## src/rtl/rs_scheduler_if.sv

```systemverilog
// Dispatch/issue handshake bundle between the RS bank (master) and rs_scheduler (slave).
// Entry-side signals are one bit per reservation-station entry.
interface rs_scheduler_if #(
  parameter int RS_SIZE = 8,
  parameter int IDX_W   = $clog2(RS_SIZE)
);
  logic               squash;
  logic               dispatch_valid;
  logic [RS_SIZE-1:0] entry_busy;
  logic [RS_SIZE-1:0] entry_ready;
  logic               fu_avail;
  logic [RS_SIZE-1:0] entry_wr_en;
  logic [RS_SIZE-1:0] entry_clear;
  logic               dispatch_stall;
  logic               issue_valid;
  logic [IDX_W-1:0]   issue_idx;
  logic [IDX_W:0]     rs_count;
  logic               rs_full;

  modport master (
    output squash, dispatch_valid, entry_busy, entry_ready, fu_avail,
    input  entry_wr_en, entry_clear, dispatch_stall, issue_valid, issue_idx,
           rs_count, rs_full
  );

  modport slave (
    input  squash, dispatch_valid, entry_busy, entry_ready, fu_avail,
    output entry_wr_en, entry_clear, dispatch_stall, issue_valid, issue_idx,
           rs_count, rs_full
  );
endinterface

```

## src/rtl/rs_scheduler.sv

```systemverilog
// Reservation-station scheduler: lowest-free allocation, single-grant issue select, occupancy.
// Define RS_AGE_ORDER_EN for oldest-first issue via an age matrix; otherwise lowest-index wins.
module rs_scheduler #(
  parameter int RS_SIZE = 8,
  parameter int IDX_W   = $clog2(RS_SIZE)
) (
  input logic           clock,
  input logic           reset,
  rs_scheduler_if.slave rs
);

  logic [RS_SIZE-1:0] free;
  logic [RS_SIZE-1:0] alloc_oh;
  logic [RS_SIZE-1:0] cand;
  logic [RS_SIZE-1:0] pick;
  logic [RS_SIZE-1:0] grant;
  logic [IDX_W-1:0]   grant_idx;
  logic               alloc;
  logic               issue;
  logic               found_alloc;
  logic               found_grant;
  logic [IDX_W:0]     rs_count_d, rs_count_q;
  logic               rs_full_d, rs_full_q;

  always_comb begin
    free        = ~rs.entry_busy;
    alloc_oh    = '0;
    found_alloc = 1'b0;
    for (int i = 0; i < RS_SIZE; i++) begin
      if (rs.dispatch_valid && free[i] && !found_alloc) begin
        alloc_oh[i] = 1'b1;
        found_alloc = 1'b1;
      end
    end
    alloc = found_alloc;
    cand  = rs.entry_ready & rs.entry_busy & {RS_SIZE{rs.fu_avail}};
  end

`ifdef RS_AGE_ORDER_EN
  logic [RS_SIZE-1:0][RS_SIZE-1:0] age_d, age_q;
  logic [RS_SIZE-1:0]              oldest;

  // Stale rows of freed entries never matter: only busy candidates take part in the compare.
  always_comb begin
    oldest = cand;
    for (int i = 0; i < RS_SIZE; i++) begin
      for (int j = 0; j < RS_SIZE; j++) begin
        if (j != i && cand[j] && !age_q[i][j]) begin
          oldest[i] = 1'b0;
        end
      end
    end
    pick = (|oldest) ? oldest : cand;
  end

  always_comb begin
    age_d = age_q;
    if (rs.squash) begin
      age_d = '0;
    end else begin
      for (int k = 0; k < RS_SIZE; k++) begin
        if (alloc_oh[k]) begin
          age_d[k] = '0;
          for (int i = 0; i < RS_SIZE; i++) begin
            if (i != k) begin
              age_d[i][k] = 1'b1;
            end
          end
        end
      end
    end
  end

  always_ff @(posedge clock) begin
    if (reset) begin
      age_q <= '0;
    end else begin
      age_q <= age_d;
    end
  end
`else
  assign pick = cand;
`endif

  // Final priority pick guarantees a single grant even if the age view is ambiguous.
  always_comb begin
    grant       = '0;
    grant_idx   = '0;
    found_grant = 1'b0;
    for (int i = 0; i < RS_SIZE; i++) begin
      if (pick[i] && !found_grant) begin
        grant[i]    = 1'b1;
        grant_idx   = IDX_W'(i);
        found_grant = 1'b1;
      end
    end
    issue = found_grant;
  end

  always_comb begin
    rs_count_d = rs_count_q;
    if (rs.squash) begin
      rs_count_d = '0;
    end else if (alloc && !issue) begin
      rs_count_d = rs_count_q + (IDX_W+1)'(1);
    end else if (!alloc && issue) begin
      rs_count_d = rs_count_q - (IDX_W+1)'(1);
    end
    rs_full_d = (rs_count_d == (IDX_W+1)'(RS_SIZE));
  end

  always_ff @(posedge clock) begin
    if (reset) begin
      rs_count_q <= '0;
      rs_full_q  <= 1'b0;
    end else begin
      rs_count_q <= rs_count_d;
      rs_full_q  <= rs_full_d;
    end
  end

  assign rs.entry_wr_en    = reset ? '0 : alloc_oh;
  assign rs.entry_clear    = reset ? '0 : grant;
  assign rs.dispatch_stall = !reset && rs.dispatch_valid && (free == '0);
  assign rs.issue_valid    = !reset && issue;
  assign rs.issue_idx      = reset ? '0 : grant_idx;
  assign rs.rs_count       = rs_count_q;
  assign rs.rs_full        = rs_full_q;

`ifndef SYNTHESIS
  a_wr_onehot: assert property (@(posedge clock) disable iff (reset) $onehot0(rs.entry_wr_en));
  a_clr_onehot: assert property (@(posedge clock) disable iff (reset) $onehot0(rs.entry_clear));
  a_no_overlap: assert property (@(posedge clock) disable iff (reset)
                                 (rs.entry_wr_en & rs.entry_clear) == '0);
  a_count_match: assert property (@(posedge clock) disable iff (reset)
                                  rs_count_q == (IDX_W+1)'($countones(rs.entry_busy)));
`endif

endmodule

```

## src/flat_wrapper.sv

```systemverilog
// flat-port wrapper written by rule: the top's interface ports become plain ports
module rs_scheduler_flat 
#(
  parameter int RS_SIZE = 8,
  parameter int IDX_W   = $clog2(RS_SIZE)
)
  (clock, reset, rs_squash, rs_dispatch_valid, rs_entry_busy, rs_entry_ready, rs_fu_avail, rs_entry_wr_en, rs_entry_clear, rs_dispatch_stall, rs_issue_valid, rs_issue_idx, rs_rs_count, rs_rs_full);
  rs_scheduler_if #(.RS_SIZE(RS_SIZE), .IDX_W(IDX_W)) rs_i ();
  input logic clock;
  input logic reset;
  input wire logic [$bits(rs_i.squash)-1:0] rs_squash;
  input wire logic [$bits(rs_i.dispatch_valid)-1:0] rs_dispatch_valid;
  input wire logic [$bits(rs_i.entry_busy)-1:0] rs_entry_busy;
  input wire logic [$bits(rs_i.entry_ready)-1:0] rs_entry_ready;
  input wire logic [$bits(rs_i.fu_avail)-1:0] rs_fu_avail;
  output wire logic [$bits(rs_i.entry_wr_en)-1:0] rs_entry_wr_en;
  output wire logic [$bits(rs_i.entry_clear)-1:0] rs_entry_clear;
  output wire logic [$bits(rs_i.dispatch_stall)-1:0] rs_dispatch_stall;
  output wire logic [$bits(rs_i.issue_valid)-1:0] rs_issue_valid;
  output wire logic [$bits(rs_i.issue_idx)-1:0] rs_issue_idx;
  output wire logic [$bits(rs_i.rs_count)-1:0] rs_rs_count;
  output wire logic [$bits(rs_i.rs_full)-1:0] rs_rs_full;
  assign rs_i.squash = rs_squash;
  assign rs_i.dispatch_valid = rs_dispatch_valid;
  assign rs_i.entry_busy = rs_entry_busy;
  assign rs_i.entry_ready = rs_entry_ready;
  assign rs_i.fu_avail = rs_fu_avail;
  assign rs_entry_wr_en = rs_i.entry_wr_en;
  assign rs_entry_clear = rs_i.entry_clear;
  assign rs_dispatch_stall = rs_i.dispatch_stall;
  assign rs_issue_valid = rs_i.issue_valid;
  assign rs_issue_idx = rs_i.issue_idx;
  assign rs_rs_count = rs_i.rs_count;
  assign rs_rs_full = rs_i.rs_full;
  rs_scheduler #(.RS_SIZE(RS_SIZE), .IDX_W(IDX_W)) u_core (.clock(clock), .reset(reset), .rs(rs_i));
endmodule
```

## config.mk

```make
export PLATFORM = sky130hd
export DESIGN_NAME = rs_scheduler_flat
export DESIGN_NICKNAME = d
export VERILOG_FILES = /design/src/rtl/rs_scheduler_if.sv /design/src/rtl/rs_scheduler.sv /design/src/flat_wrapper.sv
export SDC_FILE = /design/constraint.sdc
export NUM_CORES = 1
export LEC_CHECK = 0
export CAP_MARGIN = 10
export CORE_MARGIN = 1.5
export CORE_UTILIZATION = 42
export CTS_CLUSTER_DIAMETER = 80
export DETAILED_ROUTE_END_ITERATION = 10
export DONT_BUFFER_PORTS = 1
export PLACE_DENSITY = 0.63
export SLEW_MARGIN = 5
export SYNTH_ARGS = -nofsm -noshare
export SYNTH_HDL_FRONTEND = slang
export SYNTH_SLANG_ARGS = --single-unit
```

## constraint.sdc

```tcl
create_clock -name clock -period 3.5 [get_ports clock]
set_input_delay 0.35 -clock clock [delete_from_list [all_inputs] [get_ports clock]]
set_output_delay 0.35 -clock clock [all_outputs]
set_load 0.01 [all_outputs]
```

## Word-level counts from Yosys, hierarchy flattened

Cells that the tools add are included.
Widths: inputs -> output; s select.

| cells by class | value |
|---|---|
| mux-type cells | 43 |
| add/subtract/negate cells | 2 |
| equality and inequality tests | 1 |
| bitwise operators | 3 |
| reduce and logical (&&, ||, !) cells | 45 |

Operators with widths:

| kind | number |
|---|---|
| $mux 1 | 31 |
| $logic_and 1x1->1 | 27 |
| $logic_not 1->1 | 17 |
| $and 8x8->8 | 2 |
| $mux 8 | 2 |
| $mux 3 | 5 |
| $mux 4 | 3 |
| $logic_not 8->1 | 1 |
| $not 8->8 | 1 |
| $add 4x1->4 const B | 1 |
| $eq 4x4->1 const B | 1 |
| $mux 2 | 2 |
| $sub 4x1->4 const B | 1 |

| storage, ports and cells | value |
|---|---|
| output and inout bits | 26 |
| input bits | 21 |
| register bits after elaboration | 5 |
| word-level logic and storage cells | 96 |

## Logic depth before layout (Yosys ltp)

Gate-level depths: netlist of run 1.

| depth | value |
|---|---|
| depth after elaboration | 30 |
| depth in mapped cells | 6 |
| mapped depth without buffers | 6 |

## Worst setup path after synthesis of run 1

Ideal clock, no wire load.

| path | value |
|---|---|
| path type | input port to output port |
| from | in rs_entry_ready[0] |
| to | out rs_issue_idx[0] |
| slack | 1.654 ns |
| data arrival time | 1.496 ns |
| stages on the path | 5 |
| required time | 3.150 ns |
| path through | a22o_1 -> nand2_1 -> nand2_1 -> or3_1 -> a41oi_1 |

| on the way | value |
|---|---|
| cells in the longest elaborated chain, start to end | 25 |
| elaborated cells between the ends (all ways) | 31 |
| those cells by class | 15 x mux; 2 x bitwise; 14 x reduce/logical |

Ends and longest elaborated chain:

| element | line | source |
|---|---|---|
| from (decl) | flat_wrapper.sv:14 | `input wire logic [$bits(rs_i.entry_ready)-1:0] rs_entry_ready;` |
| $and 8x8->8 (*) (2 in series) | rs_scheduler.sv:36 | `cand = rs.entry_ready & rs.entry_busy & {RS_SIZE{rs.fu_avail}};` |
| $mux 1 (*) | rs_scheduler.sv:91 | `if (pick[i] && !found_grant) begin` |
| $logic_not 1->1 | rs_scheduler.sv:91 |  |
| $logic_and 1x1->1 | rs_scheduler.sv:91 |  |
| $mux 1 | rs_scheduler.sv:91 |  |
| $logic_not 1->1 | rs_scheduler.sv:91 |  |
| $logic_and 1x1->1 | rs_scheduler.sv:91 |  |
| $mux 1 | rs_scheduler.sv:91 |  |
| (+8 left out) | -- |  |
| $mux 1 | rs_scheduler.sv:91 |  |
| $logic_not 1->1 | rs_scheduler.sv:91 |  |
| $logic_and 1x1->1 | rs_scheduler.sv:91 |  |
| $mux 1 | rs_scheduler.sv:91 |  |
| $logic_not 1->1 | rs_scheduler.sv:91 |  |
| $logic_and 1x1->1 | rs_scheduler.sv:91 |  |
| $mux 3 (*) | rs_scheduler.sv:91 |  |
| $mux 3 (*) | rs_scheduler.sv:126 | `assign rs.issue_idx = reset ? '0 : grant_idx;` |
| to (decl) | flat_wrapper.sv:20 | `output wire logic [$bits(rs_i.issue_idx)-1:0] rs_issue_idx;` |

Mark *: on every way between the ends. The rest lies on a longest branch, timed or not.

## Worst setup path after layout of run 1

| path | value |
|---|---|
| from | in rs_entry_ready[2] |
| to | out rs_issue_idx[0] |

| on the way | value |
|---|---|
| cells in the longest elaborated chain, start to end | 20 |
| elaborated cells between the ends (all ways) | 25 |
| those cells by class | 12 x mux; 2 x bitwise; 11 x reduce/logical |

Ends and longest elaborated chain:

| element | line |
|---|---|
| $and 8x8->8 (*) (2 in series) | rs_scheduler.sv:36 |
| $logic_and 1x1->1 (*) | rs_scheduler.sv:91 |
| $mux 1 | rs_scheduler.sv:91 |
| $logic_not 1->1 | rs_scheduler.sv:91 |
| $logic_and 1x1->1 | rs_scheduler.sv:91 |
| $mux 1 | rs_scheduler.sv:91 |
| $logic_not 1->1 | rs_scheduler.sv:91 |
| $logic_and 1x1->1 | rs_scheduler.sv:91 |
| (+3 left out) | -- |
| $mux 1 | rs_scheduler.sv:91 |
| $logic_not 1->1 | rs_scheduler.sv:91 |
| $logic_and 1x1->1 | rs_scheduler.sv:91 |
| $mux 1 | rs_scheduler.sv:91 |
| $logic_not 1->1 | rs_scheduler.sv:91 |
| $logic_and 1x1->1 | rs_scheduler.sv:91 |
| $mux 3 (*) | rs_scheduler.sv:91 |
| $mux 3 (*) | rs_scheduler.sv:126 |

Marks and branches as above.

==> impl_metrics.prom, run 1 <==
# TYPE chip_impl_metric gauge
chip_impl_metric{name="antenna_cells_inserted",unit=""} 0
chip_impl_metric{name="dr_total_vias",unit=""} 702
chip_impl_metric{name="worstSkewPairLatency",unit="ns"} 0.24
chip_impl_metric{name="finish.net_count",unit=""} 118
chip_impl_metric{name="vias_in_the_first_global_route",unit=""} 598
chip_impl_metric{name="post_cts.resized_instances",unit=""} 0
chip_impl_metric{name="first_pass_grt_wire_length",unit="microns"} 2460
chip_impl_metric{name="dpl.cell_count",unit=""} 105
chip_impl_metric{name="grt.overflow.total",unit=""} 0
chip_impl_metric{name="post-synth-top-area-fraction",unit=""} 0.159
chip_impl_metric{name="placement_rows",unit=""} 13
chip_impl_metric{name="setup-violations-final",unit=""} 0
chip_impl_metric{name="initial_antenna_violation_count",unit=""} 0
chip_impl_metric{name="die_x",unit="microns"} 41.7
chip_impl_metric{name="tightestPinTransition",unit="ns"} 0.508
chip_impl_metric{name="yosys_register_bits",unit=""} 5
chip_impl_info{name="cts_tree",value="built"} 1
chip_impl_metric{name="synth_nets",unit=""} 115
chip_impl_metric{name="max_slew_headroom",unit=""} 0.658
chip_impl_metric{name="achievable-frequency",unit="GHz"} 0.514
chip_impl_info{name="path_cells",value="a22o_1, nand2_1, nand2_1, or3_1, a41oi_1"} 1
chip_impl_metric{name="route.detailed.drc",unit=""} 0
chip_impl_metric{name="holdPathStages",unit=""} 1
chip_impl_metric{name="cts.reportedPaths.clkPinSlew",unit="ns"} 0.04
chip_impl_metric{name="vdd_drop_max",unit="V"} 0.0000991
chip_impl_metric{name="max_cap_violations",unit=""} 0
chip_impl_metric{name="cts_hold_buf",unit=""} 0
chip_impl_metric{name="synth_area_per_cell",unit="sq um"} 6.83
chip_impl_metric{name="report.final.slew_viol_count",unit=""} 0
chip_impl_info{name="synthTopCellsByArea",value="sky130_fd_sc_hd__dfxtp_1, sky130_fd_sc_hd__nor2_1, sky130_fd_sc_hd__nand2_1, sky130_fd_sc_hd__nor3_1, sky130_fd_sc_hd__mux2i_1"} 1
chip_impl_metric{name="cts_buffers",unit=""} 3
chip_impl_metric{name="detail-route-antenna-nets",unit=""} 0
chip_impl_info{name="outcome",value="complete, no violations"} 1
chip_impl_metric{name="syn-cell-area",unit="sq um"} 628
chip_impl_metric{name="syn_inst",unit=""} 92
chip_impl_metric{name="power_density",unit="mW/mm^2"} 284
chip_impl_metric{name="drt_iter0_markers",unit=""} 6
chip_impl_metric{name="design.die.area",unit="sq mm"} 0.00174
chip_impl_metric{name="finalSetupTns",unit="ns"} 0
chip_impl_metric{name="die-height",unit="microns"} 41.7
chip_impl_metric{name="cts.repair_timing.setup_buffer_count",unit=""} 0
chip_impl_metric{name="final.setup_skew",unit="ns"} 0.00150
chip_impl_metric{name="max_stage_delay",unit="ns"} 0.42
chip_impl_metric{name="hold_viol",unit=""} 0
chip_impl_metric{name="io_buffers",unit=""} 0
chip_impl_info{name="r2r-end",value="u_core.rs.rs_full$_SDFF_PP0_"} 1
chip_impl_info{name="r2r_start",value="u_core.rs.rs_count[0]$_SDFF_PP0_"} 1
chip_impl_metric{name="period_utilization",unit=""} 0.556
chip_impl_info{name="critical_path.endpoint_type",value="primary output"} 1
chip_impl_info{name="timing.hold.worst.start",value="rs_squash"} 1
chip_impl_info{name="critPathKind",value="in -> out"} 1
chip_impl_info{name="cts-root-buf",value="sky130_fd_sc_hd__clkbuf_4"} 1
chip_impl_metric{name="final.fill_count",unit=""} 150
chip_impl_metric{name="critPathArrivalTime",unit="ns"} 1.59
chip_impl_info{name="hold_end",value="u_core.rs.rs_count[0]$_SDFF_PP0_"} 1
chip_impl_metric{name="synth.yosys.warnings",unit=""} 0
chip_impl_metric{name="cts_max_level",unit=""} 1
chip_impl_metric{name="areaGrowthSynthToFinish",unit="%"} 5.98
chip_impl_metric{name="place.gp.congestion",unit=""} 0.818
chip_impl_metric{name="drt-pass1-iter-count",unit=""} 4
chip_impl_metric{name="detail_route.wl_per_cell",unit="microns"} 14.7
chip_impl_metric{name="worst-endpoint-required",unit="ns"} 3.15
chip_impl_metric{name="grt_start_max_net_pins",unit=""} 17
chip_impl_metric{name="p_leak",unit="nW"} 0.263
chip_impl_metric{name="ys_seq_area_frac",unit=""} 0.159
chip_impl_metric{name="hpwlAfterDp",unit="microns"} 1320
chip_impl_metric{name="critPathMaxFanout",unit=""} 4
chip_impl_metric{name="r2r_cells",unit=""} 5
chip_impl_metric{name="tritoncts_num_sinks",unit=""} 5
chip_impl_info{name="grt_setup_unrepaired",value="no"} 1
chip_impl_metric{name="post-route-min-period",unit="ns"} 1.94
chip_impl_metric{name="synth_cell_type_count",unit=""} 33
chip_impl_metric{name="floorplan.core_area",unit="sq mm"} 0.00135
chip_impl_metric{name="floorplan.initialDensity",unit=""} 0.465
chip_impl_metric{name="routed_via_density",unit=""} 6.44
chip_impl_metric{name="clock_tree_buffer_depth",unit=""} 2
chip_impl_info{name="crit_path_top_delay_cell",value="sky130_fd_sc_hd__or3_1"} 1
chip_impl_metric{name="drt-total-wl",unit="microns"} 1600
chip_impl_info{name="critical_path_launch_point_type",value="primary input"} 1
chip_impl_metric{name="grt.total_usage",unit=""} 0.177
chip_impl_metric{name="boundaryPins",unit=""} 47
chip_impl_metric{name="final-instance-count-excl-fill",unit=""} 109
chip_impl_metric{name="reg2reg_setup_slack",unit="ns"} 2.03
chip_impl_metric{name="drive_gt1_frac",unit=""} 0.0745
chip_impl_info{name="synthDominantAreaCellType",value="sky130_fd_sc_hd__dfxtp_1"} 1
chip_impl_info{name="min-delay-path-class",value="in -> reg"} 1
chip_impl_info{name="worst_path_most_repeated_cell",value="sky130_fd_sc_hd__nand2_1"} 1
-- power by group --
part	leakage (nW)	internal, mW	switching [mW]	total, mW
clock	0.0150	0.0431	0.0239	0.0670
sequential	0.0407	0.0604	0.00514	0.0655
combinational	0.208	0.0246	0.0321	0.0567
-- worst max-delay path: cells and delay by family --
family	cells	cell delay (ns)
AOI/OAI and AO/OA	2	0.59
and+or+nand+nor	3	0.65
-- logic make-up (layout without fill, tap and decap cells) --
logic type	after synthesis	count (layout)	share of synthesized area
xor+xnor	2	2	0.0279
fa+ha+maj	2	2	0.0398
buf+inv	5	7	0.0299
mux	3	3	0.0478
simple gates	58	58	0.460
flops	5	5	0.159
compound gates	17	17	0.235
-- metal layers --
metal / vias to the layer above / global-route usage / share of wire
met3: 5 / 0.0391 / 0.11
met4: 0 / 0.0774 / 0.019
met2: 51 / 0.294 / 0.46
met1: 303 / 0.216 / 0.40
met5: - / 0 / 0
li1: 343 / - / -
-- per-stage QoR --
step	total power [mW]	utilization	hold slack, ns	setup WS [ns]	area (sq um)
after floorplan	0.117	-	0.427	1.65	628
after global placement	0.122	0.474	0.429	1.56	639
after detailed placement	0.123	0.474	0.429	1.55	639
after CTS	0.191	0.493	0.173	1.55	666
after global routing	0.202	0.493	0.163	1.47	666
final	0.189	0.493	0.178	1.56	666
-- worst max path at each step --
stage / from / to / slack, ns
floorplan: rs_entry_ready[0] / rs_issue_idx[0] / 1.65
global placement: rs_entry_ready[2] / rs_issue_idx[0] / 1.56
detailed placement: rs_entry_ready[2] / rs_issue_idx[0] / 1.55
CTS: rs_entry_ready[2] / rs_issue_idx[0] / 1.55
global route: rs_entry_ready[0] / rs_issue_idx[0] / 1.47
finish: rs_entry_ready[2] / rs_issue_idx[0] / 1.56
-- state kept, by name, indices dropped and copies added (netlist names) --
signal,cells
u_core.rs.rs_count,4
u_core.rs.rs_full,1
-- cell usage after synthesis --
cell                       instances
sky130_fd_sc_hd__o21ai_0           2
sky130_fd_sc_hd__or3_1             2
sky130_fd_sc_hd__ha_1              2
sky130_fd_sc_hd__a22oi_1           1
sky130_fd_sc_hd__nand2_1          13
sky130_fd_sc_hd__dfxtp_1           5
sky130_fd_sc_hd__nand3_1           2
sky130_fd_sc_hd__and2_4            1
sky130_fd_sc_hd__a211oi_1          1
sky130_fd_sc_hd__nand4_1           4
sky130_fd_sc_hd__nor4_1            1
sky130_fd_sc_hd__a22o_1            3
sky130_fd_sc_hd__clkbuf_1          2
sky130_fd_sc_hd__nor2b_1           2
sky130_fd_sc_hd__nor2_1           15
sky130_fd_sc_hd__nand2b_1          1
sky130_fd_sc_hd__o41ai_4           1
sky130_fd_sc_hd__nor3_1            7
sky130_fd_sc_hd__a41oi_1           1
sky130_fd_sc_hd__and2_1            2
sky130_fd_sc_hd__o31ai_1           1
sky130_fd_sc_hd__xor2_1            1
sky130_fd_sc_hd__xnor2_1           1
sky130_fd_sc_hd__a31oi_1           1
sky130_fd_sc_hd__mux2i_1           3
sky130_fd_sc_hd__and3_1            4
sky130_fd_sc_hd__a21oi_1           3
sky130_fd_sc_hd__a22o_2            1
sky130_fd_sc_hd__inv_1             3
sky130_fd_sc_hd__a22oi_2           1
sky130_fd_sc_hd__nand3b_1          1
sky130_fd_sc_hd__o31a_1            1
sky130_fd_sc_hd__nor3b_1           3
-- final cells by class --
class | count | area (sq um) | area share
clock buffers | 4 | 26.3 | 0.0395
multi-input cells | 82 | 509 | 0.765
inverters | 3 | 11.3 | 0.0169
well taps | 15 | 18.8 | 0.0282
flip-flops and latches | 5 | 100 | 0.150
-- cells in the final DEF, fill, tap and decap left out --
master and count:
sky130_fd_sc_hd__nor2_1 15, sky130_fd_sc_hd__nand2_1 13, sky130_fd_sc_hd__nor3_1 7, sky130_fd_sc_hd__dfxtp_1 5
sky130_fd_sc_hd__and3_1 4, sky130_fd_sc_hd__nand4_1 4, sky130_fd_sc_hd__inv_1 3, sky130_fd_sc_hd__a21oi_1 3
sky130_fd_sc_hd__nor3b_1 3, sky130_fd_sc_hd__a22o_1 3, sky130_fd_sc_hd__mux2i_1 3, sky130_fd_sc_hd__clkbuf_4 3
sky130_fd_sc_hd__nand3_1 2, sky130_fd_sc_hd__nor2b_1 2, sky130_fd_sc_hd__and2_1 2, sky130_fd_sc_hd__or3_1 2
sky130_fd_sc_hd__o21ai_0 2, sky130_fd_sc_hd__ha_1 2, sky130_fd_sc_hd__a22o_2 1, sky130_fd_sc_hd__nand2b_1 1
sky130_fd_sc_hd__nor4_1 1, sky130_fd_sc_hd__nand3b_1 1, sky130_fd_sc_hd__a211oi_1 1, sky130_fd_sc_hd__a41oi_1 1
sky130_fd_sc_hd__o41ai_4 1, sky130_fd_sc_hd__o31a_1 1, sky130_fd_sc_hd__and2_4 1, sky130_fd_sc_hd__o31ai_1 1
sky130_fd_sc_hd__xor2_1 1, sky130_fd_sc_hd__a31oi_1 1, sky130_fd_sc_hd__a22oi_2 1, sky130_fd_sc_hd__a22oi_1 1
sky130_fd_sc_hd__xnor2_1 1, sky130_fd_sc_hd__clkbuf_1 1
Power figures use the tool's default switching activity.
==> inputs of run 2 (changes only) <==
--- a/config.mk
+++ b/config.mk
@@ -5,6 +5,7 @@
 export SDC_FILE = /design/constraint.sdc
 export NUM_CORES = 1
 export LEC_CHECK = 0
+export ABC_AREA = 1
 export CAP_MARGIN = 10
 export CORE_MARGIN = 1.5
 export CORE_UTILIZATION = 42
==> constraint.sdc (replaced) <==
create_clock -name clock -period 1.95 [get_ports clock]
set_input_delay 0.195 -clock clock [delete_from_list [all_inputs] [get_ports clock]]
set_output_delay 0.195 -clock clock [all_outputs]
set_load 0.01 [all_outputs]
==> run 2 against run 1 <==
Effect of this change:
- sequential power grew 73%
- sequential cell count is the same
- largest cell class unchanged
- global-route usage grew 0.15 points
- wire length grew 19%
- die area grew 24%
- final cell count grew 41%
- register-to-register slack lost 1.5 ns
- count of clock-buffer cells in the layout is the same
- worst hold slack lost 0.16 ns
- clock skew grew 0.0041 ns
- first-iteration DRC count grew 17%
==> impl_metrics.prom, run 2 <==
# TYPE chip_impl_metric gauge
chip_impl_metric{name="report.final.slew_viol_count",unit=""} 0
chip_impl_info{name="most_common_cell_after_layout_fill_and_taps_aside",value="sky130_fd_sc_hd__nand2_1"} 1
chip_impl_metric{name="period_utilization",unit=""} 0.759
chip_impl_metric{name="cts.reportedPaths.clkPinSlew",unit="ns"} 0.04
chip_impl_info{name="postSynth.topFlopCell",value="sky130_fd_sc_hd__dfxtp_1"} 1
chip_impl_metric{name="finish.instance_area",unit="sq um"} 827
chip_impl_metric{name="ys_seq_area_frac",unit=""} 0.127
chip_impl_metric{name="achievable-frequency",unit="GHz"} 0.676
chip_impl_info{name="synthDominantAreaCellType",value="sky130_fd_sc_hd__dfxtp_1"} 1
chip_impl_metric{name="tritoncts_num_sinks",unit=""} 5
chip_impl_metric{name="die_x",unit="microns"} 46.3
chip_impl_metric{name="first_pass_grt_wire_length",unit="microns"} 2840
chip_impl_metric{name="max_slew_headroom",unit=""} 0.644
chip_impl_metric{name="clock_tree_buffer_depth",unit=""} 2
chip_impl_metric{name="place.gp.congestion",unit=""} 0.781
chip_impl_metric{name="post-route-min-period",unit="ns"} 1.48
chip_impl_info{name="top_post_synthesis_cells_by_count",value="sky130_fd_sc_hd__nand2_1, sky130_fd_sc_hd__inv_1, sky130_fd_sc_hd__nor2_1, sky130_fd_sc_hd__nand3_1"} 1
chip_impl_metric{name="finalCoreUtilization",unit=""} 0.474
chip_impl_metric{name="placement.setup.worst_slack",unit="ns"} 0.473
chip_impl_info{name="min-delay-path-class",value="in -> reg"} 1
chip_impl_metric{name="vias_in_the_first_global_route",unit=""} 724
chip_impl_metric{name="cts_max_level",unit=""} 1
chip_impl_info{name="synth_most_common_cell",value="sky130_fd_sc_hd__nand2_1"} 1
chip_impl_metric{name="final.setup_skew",unit="ns"} 0.00562
chip_impl_metric{name="design.die.area",unit="sq mm"} 0.00215
chip_impl_metric{name="areaGrowthSynthToFinish",unit="%"} 4.92
chip_impl_metric{name="final.fill_count",unit=""} 192
chip_impl_metric{name="layout_setup_ws",unit="ns"} 0.471
chip_impl_info{name="critical_path_launch_point_type",value="primary input"} 1
chip_impl_metric{name="cts_hold_buf",unit=""} 0
chip_impl_info{name="critical_path.endpoint_type",value="primary output"} 1
chip_impl_metric{name="io_buffers",unit=""} 0
chip_impl_metric{name="critPathMaxFanout",unit=""} 4
chip_impl_metric{name="finalSetupTns",unit="ns"} 0
chip_impl_metric{name="initial_antenna_violation_count",unit=""} 0
chip_impl_metric{name="worstSkewPairLatency",unit="ns"} 0.24
chip_impl_metric{name="postPlaceCellArea",unit="sq um"} 801
chip_impl_info{name="crit_path_top_delay_cell",value="sky130_fd_sc_hd__a41oi_1"} 1
chip_impl_metric{name="routed_via_density",unit=""} 5.47
chip_impl_metric{name="cts_buffers",unit=""} 3
chip_impl_metric{name="floorplan.core_area",unit="sq mm"} 0.00175
chip_impl_metric{name="vdd_drop_max",unit="V"} 0.000431
chip_impl_metric{name="floorplan.initialDensity",unit=""} 0.452
chip_impl_metric{name="post-synth-top-area-fraction",unit=""} 0.127
chip_impl_info{name="worst_path_most_repeated_cell",value="sky130_fd_sc_hd__nor2_4"} 1
chip_impl_metric{name="finish.net_count",unit=""} 153
chip_impl_metric{name="tightestPinTransition",unit="ns"} 0.529
chip_impl_metric{name="antenna_cells_inserted",unit=""} 0
chip_impl_metric{name="hpwlAfterDp",unit="microns"} 1580
chip_impl_metric{name="max_cap_violations",unit=""} 0
chip_impl_info{name="grt_setup_unrepaired",value="no"} 1
chip_impl_info{name="layout.cells.most_common_list",value="sky130_fd_sc_hd__nand2_1, sky130_fd_sc_hd__inv_1, sky130_fd_sc_hd__nor2_1, sky130_fd_sc_hd__nand3_1"} 1
chip_impl_metric{name="synth_enable_flop_cells",unit=""} 0
chip_impl_metric{name="synth_cell_type_count",unit=""} 24
chip_impl_metric{name="critPathArrivalTime",unit="ns"} 1.28
chip_impl_metric{name="grt_start_max_net_pins",unit=""} 19
chip_impl_metric{name="detail_route.wl_per_cell",unit="microns"} 12.3
chip_impl_metric{name="synth.yosys.warnings",unit=""} 0
chip_impl_metric{name="hold_viol",unit=""} 0
chip_impl_metric{name="boundaryPins",unit=""} 47
chip_impl_metric{name="reg2reg_setup_slack",unit="ns"} 0.57
chip_impl_metric{name="dr_total_vias",unit=""} 843
chip_impl_metric{name="drt-pass1-iter-count",unit=""} 4
chip_impl_metric{name="post_cts.resized_instances",unit=""} 0
chip_impl_metric{name="drt-total-wl",unit="microns"} 1900
chip_impl_metric{name="grt.total_usage",unit=""} 0.178
chip_impl_metric{name="yosys_register_bits",unit=""} 5
chip_impl_metric{name="syn-cell-area",unit="sq um"} 788
chip_impl_metric{name="synth_nets",unit=""} 151
chip_impl_metric{name="cts.repair_timing.setup_buffer_count",unit=""} 0
chip_impl_metric{name="grt.overflow.total",unit=""} 0
chip_impl_info{name="cts-root-buf",value="sky130_fd_sc_hd__clkbuf_4"} 1
chip_impl_metric{name="placement_rows",unit=""} 15
chip_impl_metric{name="max_stage_delay",unit="ns"} 0.33
chip_impl_info{name="path_cells",value="nand3_1, nand2_2, nor2_4, nand4_2, nor2_4, nand4_1, a41oi_1"} 1
chip_impl_info{name="cts_tree",value="built"} 1
chip_impl_metric{name="drive_gt1_frac",unit=""} 0.217
chip_impl_info{name="cp_top_family",value="simple AND/OR/NAND/NOR gates"} 1
chip_impl_metric{name="die-height",unit="microns"} 46.3
chip_impl_metric{name="worst-endpoint-required",unit="ns"} 1.75
chip_impl_metric{name="synth_area_per_cell",unit="sq um"} 6.16
chip_impl_info{name="synthTopCellsByArea",value="sky130_fd_sc_hd__dfxtp_1, sky130_fd_sc_hd__nand2_1, sky130_fd_sc_hd__inv_1, sky130_fd_sc_hd__nand3_1, sky130_fd_sc_hd__nor2_1"} 1
chip_impl_metric{name="hold_slack",unit="ns"} 0.0213
chip_impl_metric{name="synth_async_sr_flop_share",unit=""} 0
chip_impl_metric{name="drt_iter0_markers",unit=""} 7
chip_impl_metric{name="p_leak",unit="nW"} 0.380
chip_impl_metric{name="cp.buffers_inverters",unit=""} 0
chip_impl_info{name="outcome",value="complete, no violations"} 1
chip_impl_metric{name="power_density",unit="mW/mm^2"} 455
chip_impl_metric{name="detail-route-antenna-nets",unit=""} 0
chip_impl_metric{name="route.detailed.drc",unit=""} 0
chip_impl_info{name="critPathKind",value="in -> out"} 1
chip_impl_metric{name="largest_register_ffs",unit=""} 4
chip_impl_metric{name="syn_inst",unit=""} 128
chip_impl_metric{name="setup-violations-final",unit=""} 0
==> run 2: cell types whose count changed in the layout (fill, tap and decap cells not counted), sizes merged, moves of 2 or more <==
cell	change
a22o	-4
a22oi	-2
and2	-3
and3	-4
inv	+17
mux2i	-3
nand2	+15
nand3	+16
nand4	+6
nor2	+7
nor2b	-2
nor3b	-3
nor4	+3
or3	-2
==> run 2: area by class of cell <==
| type | count | area [sq um] | area share |
|---|---|---|---|
| Clock buffer | 4 | 26.3 | 0.0318 |
| Inverter | 21 | 80.1 | 0.0968 |
| Multi-Input combinational cell | 99 | 589 | 0.713 |
| Sequential cell | 5 | 100 | 0.121 |
| Tap cell | 25 | 31.3 | 0.0378 |
==> run 2: logic make-up after synthesis <==
family                     after synthesis  share of synthesized area
and+or+nand+nor                         88                      0.651
DFF                                      5                      0.127
adders and majority gates                2                     0.0317
AOI/OAI and AO/OA                        9                     0.0651
buffers and inverters                   24                      0.125
==> run 2: worst paths after layout <==
kind / start / to / cells after the start
hold reg to reg: u_core.rs.rs_count[0]$_SDFF_PP0_ / u_core.rs.rs_count[0]$_SDFF_PP0_ / 3
setup / recovery: rs_entry_ready[0] / rs_issue_idx[0] / 7
hold / removal: reset / u_core.rs.rs_count[2]$_SDFF_PP0_ / 1
setup reg to reg: u_core.rs.rs_count[0]$_SDFF_PP0_ / u_core.rs.rs_full$_SDFF_PP0_ / 10
==> run 2: report_power, final <==
group / total, mW / switching [mW] / internal, mW
clock network: 0.118 / 0.0404 / 0.0772
logic: 0.146 / 0.0944 / 0.0516
registers: 0.113 / 0.00578 / 0.107
total: 0.377 / 0.141 / 0.236
==> run 2: stage by stage <==
step           instances  total power, mW
2_1_floorplan        128            0.251
3_3_place_gp         150            0.259
3_5_place_dp         150            0.261
4_1_cts              154            0.385
5_1_grt              154            0.413
6_report             154            0.377
==> run 2: layer usage <==
| metal | routed length, microns | vias up | global-route usage |
|---|---|---|---|
| met5 | 0 | - | 0 |
| met1 | 742 | 381 | 0.181 |
| li1 | - | 436 | - |
| met4 | 0 | 0 | 0.0171 |
| met3 | 131 | 0 | 0.0627 |
| met2 | 1030 | 26 | 0.353 |
==> inputs of run 3 (changes only) <==
==> constraint.sdc (replaced) <==
create_clock -name clock -period 1.5 [get_ports clock]
set_input_delay 0.15 -clock clock [delete_from_list [all_inputs] [get_ports clock]]
set_output_delay 0.15 -clock clock [all_outputs]
set_load 0.01 [all_outputs]
==> run 3 against run 2 <==
Effect of this change:
- worst hold slack improved by 0.080 ns
- non-clock buffer count increased by 3
- die area unchanged
- clock skew decreased by 0.0016 ns
- sequential cell count unchanged
- critical path depth increased by 2
- clock power increased by 29%
- setup slack got worse by 0.31 ns
- wire length increased by 2.7%
- first-iteration DRC count increased to 3.9 times the previous value
- design area increased by 4.5%
- highest routed layer unchanged
==> impl_metrics.prom, run 3 (same netlist as run 2, synthesis figures left out) <==
# TYPE chip_impl_metric gauge
chip_impl_info{name="outcome",value="complete, no violations"} 1
chip_impl_metric{name="die-height",unit="microns"} 46.3
chip_impl_metric{name="post-route-min-period",unit="ns"} 1.34
chip_impl_metric{name="tritoncts_num_sinks",unit=""} 5
chip_impl_metric{name="worstSkewPairLatency",unit="ns"} 0.24
chip_impl_metric{name="route.detailed.drc",unit=""} 0
chip_impl_metric{name="detail-route-antenna-nets",unit=""} 0
chip_impl_metric{name="max_slew_headroom",unit=""} 0.636
chip_impl_metric{name="design.die.area",unit="sq mm"} 0.00215
chip_impl_metric{name="setup-violations-final",unit=""} 0
chip_impl_metric{name="grt.overflow.total",unit=""} 0
chip_impl_metric{name="cp.buffers_inverters",unit=""} 0
chip_impl_info{name="min-delay-path-class",value="in -> reg"} 1
chip_impl_info{name="critPathKind",value="in -> out"} 1
chip_impl_metric{name="cts_buffers",unit=""} 3
chip_impl_metric{name="place.gp.congestion",unit=""} 0.770
chip_impl_metric{name="worst-endpoint-required",unit="ns"} 1.35
chip_impl_info{name="worst_path_most_repeated_cell",value="sky130_fd_sc_hd__nor2_4"} 1
chip_impl_metric{name="grt.total_usage",unit=""} 0.182
chip_impl_info{name="grt_setup_unrepaired",value="no"} 1
chip_impl_metric{name="grt_start_max_net_pins",unit=""} 19
chip_impl_info{name="critical_path_launch_point_type",value="primary input"} 1
chip_impl_info{name="cp_top_family",value="simple AND/OR/NAND/NOR gates"} 1
chip_impl_metric{name="layout_setup_ws",unit="ns"} 0.159
chip_impl_metric{name="p_leak",unit="nW"} 0.397
chip_impl_metric{name="areaGrowthSynthToFinish",unit="%"} 9.68
chip_impl_metric{name="vdd_drop_max",unit="V"} 0.000579
chip_impl_metric{name="drt-pass1-iter-count",unit=""} 4
chip_impl_metric{name="initial_antenna_violation_count",unit=""} 0
chip_impl_info{name="most_common_cell_after_layout_fill_and_taps_aside",value="sky130_fd_sc_hd__nand2_1"} 1
chip_impl_metric{name="vias_in_the_first_global_route",unit=""} 732
chip_impl_metric{name="clock_tree_buffer_depth",unit=""} 2
chip_impl_info{name="layout.cells.most_common_list",value="sky130_fd_sc_hd__nand2_1, sky130_fd_sc_hd__inv_1, sky130_fd_sc_hd__nor2_1, sky130_fd_sc_hd__nand3_1, sky130_fd_sc_hd__nand3_2"} 1
chip_impl_info{name="crit_path_top_delay_cell",value="sky130_fd_sc_hd__nand4_1"} 1
chip_impl_metric{name="hold_viol",unit=""} 0
chip_impl_metric{name="dr_total_vias",unit=""} 869
chip_impl_metric{name="first_pass_grt_wire_length",unit="microns"} 2880
chip_impl_metric{name="drt_iter0_markers",unit=""} 27
chip_impl_metric{name="drive_gt1_frac",unit=""} 0.250
chip_impl_metric{name="critPathMaxFanout",unit=""} 4
chip_impl_metric{name="largest_register_ffs",unit=""} 4
chip_impl_info{name="cts-root-buf",value="sky130_fd_sc_hd__clkbuf_4"} 1
chip_impl_metric{name="hpwlAfterDp",unit="microns"} 1620
chip_impl_info{name="cts_tree",value="built"} 1
chip_impl_metric{name="io_buffers",unit=""} 0
chip_impl_metric{name="dpl.cell_count",unit=""} 152
chip_impl_metric{name="tightestPinTransition",unit="ns"} 0.542
chip_impl_metric{name="finalCoreUtilization",unit=""} 0.495
chip_impl_metric{name="period_utilization",unit=""} 0.894
chip_impl_metric{name="floorplan.core_area",unit="sq mm"} 0.00175
chip_impl_metric{name="totalPowerFinal",unit="uW"} 498
chip_impl_info{name="critical_path.endpoint_type",value="primary output"} 1
chip_impl_metric{name="cts.reportedPaths.clkPinSlew",unit="ns"} 0.04
chip_impl_metric{name="cts_max_level",unit=""} 1
chip_impl_metric{name="final-instance-count-excl-fill",unit=""} 157
chip_impl_metric{name="achievable-frequency",unit="GHz"} 0.746
chip_impl_metric{name="critPathArrivalTime",unit="ns"} 1.19
chip_impl_metric{name="detail_route.wl_per_cell",unit="microns"} 12.4
chip_impl_metric{name="report.final.slew_viol_count",unit=""} 0
chip_impl_metric{name="finish.net_count",unit=""} 156
chip_impl_metric{name="die_x",unit="microns"} 46.3
chip_impl_metric{name="drt-total-wl",unit="microns"} 1950
chip_impl_metric{name="placement.setup.worst_slack",unit="ns"} 0.0455
chip_impl_metric{name="floorplan.initialDensity",unit=""} 0.452
chip_impl_metric{name="placement_rows",unit=""} 15
chip_impl_metric{name="finalSetupTns",unit="ns"} 0
chip_impl_info{name="path_cells",value="nand3_2, nand2_2, nor2_4, nand4_2, nor2_4, nand4_1, nand2_1, nor2_1, nor2_2"} 1
chip_impl_metric{name="max_stage_delay",unit="ns"} 0.18
chip_impl_metric{name="max_cap_violations",unit=""} 0
chip_impl_metric{name="routed_via_density",unit=""} 5.54
chip_impl_metric{name="antenna_cells_inserted",unit=""} 0
chip_impl_metric{name="final.setup_skew",unit="ns"} 0.00400
chip_impl_metric{name="boundaryPins",unit=""} 47
chip_impl_metric{name="power_density",unit="mW/mm^2"} 577
==> run 3: cell types whose count changed in the layout (fill, tap and decap cells not counted) <==
cell / before / now
sky130_fd_sc_hd__nand3_2: 5 / 7
sky130_fd_sc_hd__nor2_1: 14 / 13
sky130_fd_sc_hd__dlygate4sd3_1: 0 / 1
sky130_fd_sc_hd__nor2_2: 5 / 6
sky130_fd_sc_hd__nand3_1: 11 / 9
sky130_fd_sc_hd__buf_4: 0 / 2
==> run 3: final timing paths <==
kind                                          from                          endpoint  slack, ns  depth (start not counted)
hold reg to reg   u_core.rs.rs_count[0]$_SDFF_PP0_  u_core.rs.rs_count[0]$_SDFF_PP0_       0.66                          4
setup / recovery                 rs_entry_ready[0]                   rs_issue_idx[1]       0.16                          9
setup reg to reg  u_core.rs.rs_count[0]$_SDFF_PP0_      u_core.rs.rs_full$_SDFF_PP0_       0.27                         10
hold / removal                           rs_squash  u_core.rs.rs_count[2]$_SDFF_PP0_       0.10                          3
==> run 3: routing by layer <==
metal	track usage	share of wire
met1	0.197	0.38
met2	0.364	0.56
met3	0.0392	0.061
met4	0.0171	0
met5	0	0
==> run 3: cell type report <==
type | instances | area, sq um
fillers | 200 | 881
repair buffers | 3 | 25.0
flip-flops and latches | 5 | 100
multi-input cells | 99 | 602
clock buffers | 4 | 26.3
well taps | 25 | 31.3
inverters | 21 | 80.1
==> run 3: worst register-to-register path: stages (launching register included) <==
cell,delay [ns]
sky130_fd_sc_hd__dfxtp_1,0.32
sky130_fd_sc_hd__inv_1,0.08
sky130_fd_sc_hd__ha_1,0.31
sky130_fd_sc_hd__inv_1,0.06
sky130_fd_sc_hd__nand2_1,0.04
sky130_fd_sc_hd__nand2_1,0.06
sky130_fd_sc_hd__nand2_1,0.06
sky130_fd_sc_hd__nand2_1,0.06
sky130_fd_sc_hd__nand2_1,0.05
sky130_fd_sc_hd__nand2_1,0.07
sky130_fd_sc_hd__nor2_2,0.03
==> run 3: power breakdown <==
group	switching [mW]	total [mW]	internal (mW)
sequential	0.00403	0.144	0.139
combinational	0.128	0.203	0.0743
clock	0.0518	0.152	0.100
==> run 3: per-stage QoR <==
stage | cell area, sq um | hold slack, ns
after global routing | 865 | 0.104
after CTS | 852 | 0.0955
after detailed placement | 816 | 0.227
final | 865 | 0.102
after floorplan | 788 | 0.329
after global placement | 816 | 0.225
==> run 3: repair_timing <==
| item | 4_1_cts | 5_1_grt |
|---|---|---|
| hold endpoints to repair | 1 | 0 |
| endpoints found under the setup margin | 0 | 3 |
| gates resized for setup | 0 | 3 |
| hold buffers | 1 | 0 |
| setup buffers | 0 | 0 |
